## src/rtl/program_sequencer_pkg.sv

```systemverilog
// program_sequencer shared types and constants.
// State and next-PC select encodings used by the sequencer.
package program_sequencer_pkg;

  localparam int ADDR_W_DEF = 8;

  typedef enum logic {
    RUN,
    HALT
  } state_t;

  typedef enum logic [2:0] {
    HOLD,
    INC,
    BRANCH,
    JUMP,
    CALL,
    RET
  } sel_t;

endpackage

```

## src/rtl/program_sequencer_return_addr_stack.sv

```systemverilog
// Circular return-address stack; a push on a full stack
// overwrites the oldest entry and the count saturates.
module return_addr_stack #(
  parameter int W     = 8,
  parameter int DEPTH = 4,
  localparam int PW   = $clog2(DEPTH),
  localparam int CW   = PW + 1
) (
  input  logic          clk,
  input  logic          reset_n,
  input  logic          push,
  input  logic          pop,
  input  logic [W-1:0]  push_data,
  output logic [W-1:0]  top,
  output logic          empty,
  output logic          full,
  output logic [CW-1:0] count
);

  logic [W-1:0]  mem [DEPTH];
  logic [PW-1:0] ptr_q;
  logic [PW-1:0] ptr_m1;
  logic [CW-1:0] cnt_q;

  assign ptr_m1 = ptr_q - PW'(1);
  assign top    = mem[ptr_m1];
  assign empty  = (cnt_q == '0);
  assign full   = (cnt_q == CW'(DEPTH));
  assign count  = cnt_q;

  // Storage needs no reset; slot at ptr_q is the oldest when full.
  always_ff @(posedge clk) begin
    if (push)
      mem[ptr_q] <= push_data;
  end

  // Pointer and occupancy tracking.
  always_ff @(posedge clk or negedge reset_n) begin
    if (!reset_n) begin
      ptr_q <= '0;
      cnt_q <= '0;
    end else if (push) begin
      ptr_q <= ptr_q + PW'(1);
      if (!full)
        cnt_q <= cnt_q + CW'(1);
    end else if (pop && !empty) begin
      ptr_q <= ptr_m1;
      cnt_q <= cnt_q - CW'(1);
    end
  end

endmodule

```

## src/rtl/program_sequencer.sv

```systemverilog
// Fetch-address generator with branch/jump/call/ret and HALT.
// PROGRAM_SEQUENCER_RAS_EN enables the return-address stack.
module program_sequencer
  import program_sequencer_pkg::*;
#(
  parameter int          ADDR_W     = ADDR_W_DEF,
  parameter logic [ADDR_W-1:0] RESET_ADDR = '0,
  parameter int          RAS_DEPTH  = 4
) (
  input  logic                       clk,
  input  logic                       reset_n,
  input  logic                       enable_increment,
  input  logic                       branch_en,
  input  logic [ADDR_W-1:0]          branch_off,
  input  logic                       jump_en,
  input  logic [ADDR_W-1:0]          jump_addr,
  input  logic                       call_en,
  input  logic                       ret_en,
  input  logic                       halt_req,
  input  logic                       resume,
  output logic [ADDR_W-1:0]          pc,
  output logic                       halted,
  output logic [$clog2(RAS_DEPTH):0] ras_count,
  output logic                       ras_overflow,
  output logic                       ras_underflow
);

  localparam int CW = $clog2(RAS_DEPTH) + 1;

  state_t            state_q;
  sel_t              sel;
  logic [ADDR_W-1:0] pc_q;
  logic [ADDR_W-1:0] pc_inc;
  logic [ADDR_W-1:0] pc_nxt;
  logic [ADDR_W-1:0] ras_top;
  logic              ras_empty;
  logic              advance;

  assign pc_inc  = pc_q + ADDR_W'(1);
  assign advance = (state_q == RUN) && enable_increment && !halt_req;
  assign pc      = pc_q;
  assign halted  = (state_q == HALT);

  // Priority arbitration: ret > call > jump > branch > increment.
  always_comb begin
    sel = HOLD;
    if (advance) begin
`ifdef PROGRAM_SEQUENCER_RAS_EN
      if (ret_en)
        sel = RET;
      else if (call_en)
        sel = CALL;
      else if (jump_en)
`else
      if (call_en || jump_en)
`endif
        sel = JUMP;
      else if (branch_en)
        sel = BRANCH;
      else
        sel = INC;
    end
  end

  // Next fetch address; arithmetic wraps modulo 2^ADDR_W.
  always_comb begin
    pc_nxt = pc_q;
    case (sel)
      INC:        pc_nxt = pc_inc;
      BRANCH:     pc_nxt = pc_q + branch_off;
      JUMP, CALL: pc_nxt = jump_addr;
      RET:        pc_nxt = ras_empty ? pc_inc : ras_top;
      default:    pc_nxt = pc_q;
    endcase
  end

  // PC register and RUN/HALT state machine.
  always_ff @(posedge clk or negedge reset_n) begin
    if (!reset_n) begin
      state_q <= RUN;
      pc_q    <= RESET_ADDR;
    end else begin
      pc_q <= pc_nxt;
      unique case (state_q)
        RUN:     if (halt_req) state_q <= HALT;
        HALT:    if (resume && !halt_req) state_q <= RUN;
        default: state_q <= RUN;
      endcase
    end
  end

`ifdef PROGRAM_SEQUENCER_RAS_EN
  logic          ras_full;
  logic [CW-1:0] ras_cnt;
  logic          ovf_q;
  logic          unf_q;

  return_addr_stack #(
    .W     (ADDR_W),
    .DEPTH (RAS_DEPTH)
  ) u_ras (
    .clk       (clk),
    .reset_n   (reset_n),
    .push      (sel == CALL),
    .pop       (sel == RET),
    .push_data (pc_inc),
    .top       (ras_top),
    .empty     (ras_empty),
    .full      (ras_full),
    .count     (ras_cnt)
  );

  // Sticky stack error flags, cleared only by reset.
  always_ff @(posedge clk or negedge reset_n) begin
    if (!reset_n) begin
      ovf_q <= 1'b0;
      unf_q <= 1'b0;
    end else begin
      if (sel == CALL && ras_full)
        ovf_q <= 1'b1;
      if (sel == RET && ras_empty)
        unf_q <= 1'b1;
    end
  end

  assign ras_count     = ras_cnt;
  assign ras_overflow  = ovf_q;
  assign ras_underflow = unf_q;
`else
  logic unused_ret;

  assign unused_ret    = ret_en;
  assign ras_top       = '0;
  assign ras_empty     = 1'b1;
  assign ras_count     = '0;
  assign ras_overflow  = 1'b0;
  assign ras_underflow = 1'b0;
`endif

endmodule

```

## config.mk

```make
export PLATFORM = sky130hd
export DESIGN_NAME = program_sequencer
export DESIGN_NICKNAME = d
export VERILOG_FILES = /design/src/rtl/program_sequencer_pkg.sv /design/src/rtl/program_sequencer_return_addr_stack.sv /design/src/rtl/program_sequencer.sv
export SDC_FILE = /design/constraint.sdc
export NUM_CORES = 1
export LEC_CHECK = 0
export BUFFER_PORTS_ARGS = -buffer_cell sky130_fd_sc_hd__buf_2
export CAP_MARGIN = 40
export CORE_MARGIN = 1
export CORE_UTILIZATION = 48
export CTS_CLUSTER_DIAMETER = 50
export DETAILED_ROUTE_END_ITERATION = 10
export PLACE_DENSITY = 0.81
export SLEW_MARGIN = 20
export SYNTH_ARGS = -nofsm -noshare
export SYNTH_HDL_FRONTEND = slang
export SYNTH_SLANG_ARGS = --single-unit
```

## constraint.sdc

```tcl
create_clock -name clk -period 6.8 [get_ports clk]
set_clock_uncertainty 0.1 [all_clocks]
set_input_delay 1.36 -clock clk [delete_from_list [all_inputs] [get_ports clk]]
set_output_delay 1.36 -clock clk [all_outputs]
set_load 0.01 [all_outputs]
```

==> results_dict.tcl <==
set metrics [dict create \
    portBuffers 32 \
    antenna_found_initial 0 \
    ys_seq_area_share_pct 28.13 \
    root_buffer "clkbuf_4" \
    ys_seq_elements 9 \
    syn_to_final_growth_pct 21.56 \
    drt-vias-per-instance 5.354 \
    numCtsBuffers 3 \
    synthFlopType "dfrtp_1" \
    yosys.area.top_type "dfrtp_1" \
    ios 39 \
    p_clk_share_pct 19.5 \
    setup_viol 0 \
    p_sw_share_pct 38.52 \
    synth_cell_types 31 \
    die_x_um 42.85 \
    hold_class "flip-flop to flip-flop" \
    timing.setup.tns_ns 0 \
    worstSetupStartpointType "primary input" \
    maxCapViolCount 0 \
    power.internal_w 0.0001400 \
    clock-sinks 9 \
    rsz0062_at_grt "false" \
    drt-initial-drc-count 5 \
    hp-start "pc[3]" \
    post-route-period-util_pct 57.80 \
    p_leak_nw 0.4982 \
    first_global_vias 691 \
    ctsHoldBuffers 0 \
    hpwl_um 1376 \
    n_antenna_cell 0 \
    cts_tree "built" \
    grt_pass1_wl_um 3001 \
    die_h_um 42.85 \
    fmaxAchievable_mhz 254.4 \
    setup_ws_ns 2.870 \
    p_sw_w 0.00008775 \
    synthCells 98 \
    setup.worst_path.end_class "flip-flop" \
    wl_per_cell_um 11.85 \
    synth_edf_count 0 \
    gp_congestion 0.7711 \
    power.density_nw_per_um2 234.0 \
    vias 787 \
    cts.htree.levels 1 \
    clockBufferDepth 2 \
    fin_nets 165 \
    groute.usage.overall_pct 22.04 \
    cp.required_ns 6.89 \
    dp_slack_ns 2.584 \
    finalHoldViolations 0 \
    ys_warn_count 0 \
    reg2reg_from "halted" \
    async_flop_share_pct 100.0 \
    slew_headroom_pct 59.83 \
    status "finished clean" \
    rows 14 \
    crit_start "halt_req" \
    ant_nets 0 \
    period_minus_slack_ns 3.930 \
    critical_path_class "primary input to flip-flop" \
    drc 0 \
    core_area_um2 1524 \
    final_cells 147 \
    layout-drive-gt1-share_pct 27.48 \
    initial_core_util_pct 52.55 \
    avgSynthCellArea_um2 8.171 \
    drv_slew 0 \
    post-cts-setup-buffers 0 \
    yosys-top-cells-area "dfrtp_1 (28%), ha_1 (11%), buf_4 (5.6%)" \
    utilization_pct 63.88 \
    drtPass1Iterations 3 \
    combPwrFrac_pct 47.7 \
    grt_max_degree 14 \
    die_area_um2 1836 \
    worst_pin_slew_ns 0.6013 \
    worst-path-max-fanout 13 \
    cts.clk_slew.worst_paths_ns 0.07 \
    arrival_ns 4.02 \
    syn_area_um2 800.8 \
    routed_wl_um 1742 \
    p_seq_share_pct 32.8 \
    gr-total-overflow 0 \
    ctsResizeCount 0 \
    clk_latency_ns 0.26 \
    vdd_ir_drop_max_mv 0.1165 \
    synth_top_cell_area_share_pct 28.13 \
    dp_cells 143 \
]
## final timing paths
check                      slack, ns     end  depth (start not counted)
max in group asynchronous       5.56  halted                          1
max reg2reg                     3.64   pc[7]                         11
min in group asynchronous       0.84   pc[3]                          1
max                             2.87   pc[7]                         12
min                             0.42   pc[3]                          2
min reg2reg                     0.42   pc[3]                          2
## registers in the layout, indices dropped and copies added (netlist names)
| signal | flops |
|---|---|
| pc | 8 |
| halted | 1 |
## through the flow
stage	instance area, um^2	hold WS, ns	total power, W
2_1_floorplan	815.8	0.4391	0.0001551
3_3_place_gp	947.2	0.3848	0.0001804
3_5_place_dp	947.2	0.4061	0.0001844
4_1_cts	973.4	0.4223	0.0002296
5_1_grt	973.4	0.4410	0.0002487
6_report	973.4	0.4157	0.0002278
## synthesized netlist by cell type, drive strengths merged, types with 2 or more instances
master and count:
o21ai 10, inv 4, and2 5, o31a 2, nand2 9, o21a 2, a21oi 8, a21o 4
a211oi 4, buf 6, dfrtp 9, ha 7, nor3 3, nor2b 2, nor2 7, xnor2 2
## cell usage in the layout, fill, tap and decap left out
master / n
a21oi_1: 8
nor2b_1: 2
a2bb2oi_1: 1
xnor2_1: 2
ha_1: 7
nor2_1: 7
buf_2: 32
inv_1: 4
a211oi_1: 4
and2_1: 5
or3_1: 1
xor2_1: 1
o21a_1: 2
or2_1: 1
o21bai_1: 1
nand3_1: 1
a31oi_1: 1
conb_1: 5
nor3b_1: 1
o31a_1: 2
a21o_1: 4
o21ai_0: 6
o21ai_1: 4
clkbuf_4: 3
nor3_1: 3
fa_1: 1
nand2b_1: 1
nand3b_1: 1
nand2_1: 9
clkbuf_1: 1
dfrtp_1: 9
or3b_4: 1
## worst max-delay path, stage by stage
cell      delay (ns)
buf_2           0.11
or3b_4          0.45
or3_1           0.49
nand2_1         0.16
inv_1           0.06
ha_1            0.28
a211oi_1        0.36
nor3_1          0.11
a211oi_1        0.28
xnor2_1         0.17
nor2_1          0.06
o21ai_1         0.14
## layer usage
layer / track usage [%] / part of all wire (%)
met5: 0 / 0
met4: 7.500 / 0
met3: 5.106 / 4.8
met2: 34.55 / 49
met1: 29.60 / 46
## cell families after synthesis
kind of cell / count (synthesis) / share of synthesized area (%)
flip-flops: 9 / 28.13
AND/OR/NAND/NOR: 33 / 21.09
buffers and inverters: 11 / 7.967
AO/OA/AOI/OAI: 33 / 25.63
adder cells (fa/ha/maj): 8 / 13.44
other: 1 / 0.4683
XOR/XNOR: 3 / 3.282
## power groups by stage
stage / Sequential [W] / Combinational [W] / Clock (W)
6_report: 0.0000748 / 0.000109 / 0.0000443
5_1_grt: 0.0000770 / 0.000122 / 0.0000494
4_1_cts: 0.0000750 / 0.000109 / 0.0000452
3_5_place_dp: 0.0000758 / 0.000109 / 0
3_3_place_gp: 0.0000754 / 0.000105 / 0
2_1_floorplan: 0.0000806 / 0.0000745 / 0
## final cells by class
cell class              instances  area (um^2)
fillers                       148        550.5
repair buffers                 32        160.2
inverters                       4        15.01
well taps                      16        20.02
clock buffers                   4        26.28
multi-input cells              82        526.8
flip-flops and latches          9        225.2
(Power assumes the default switching activity.)
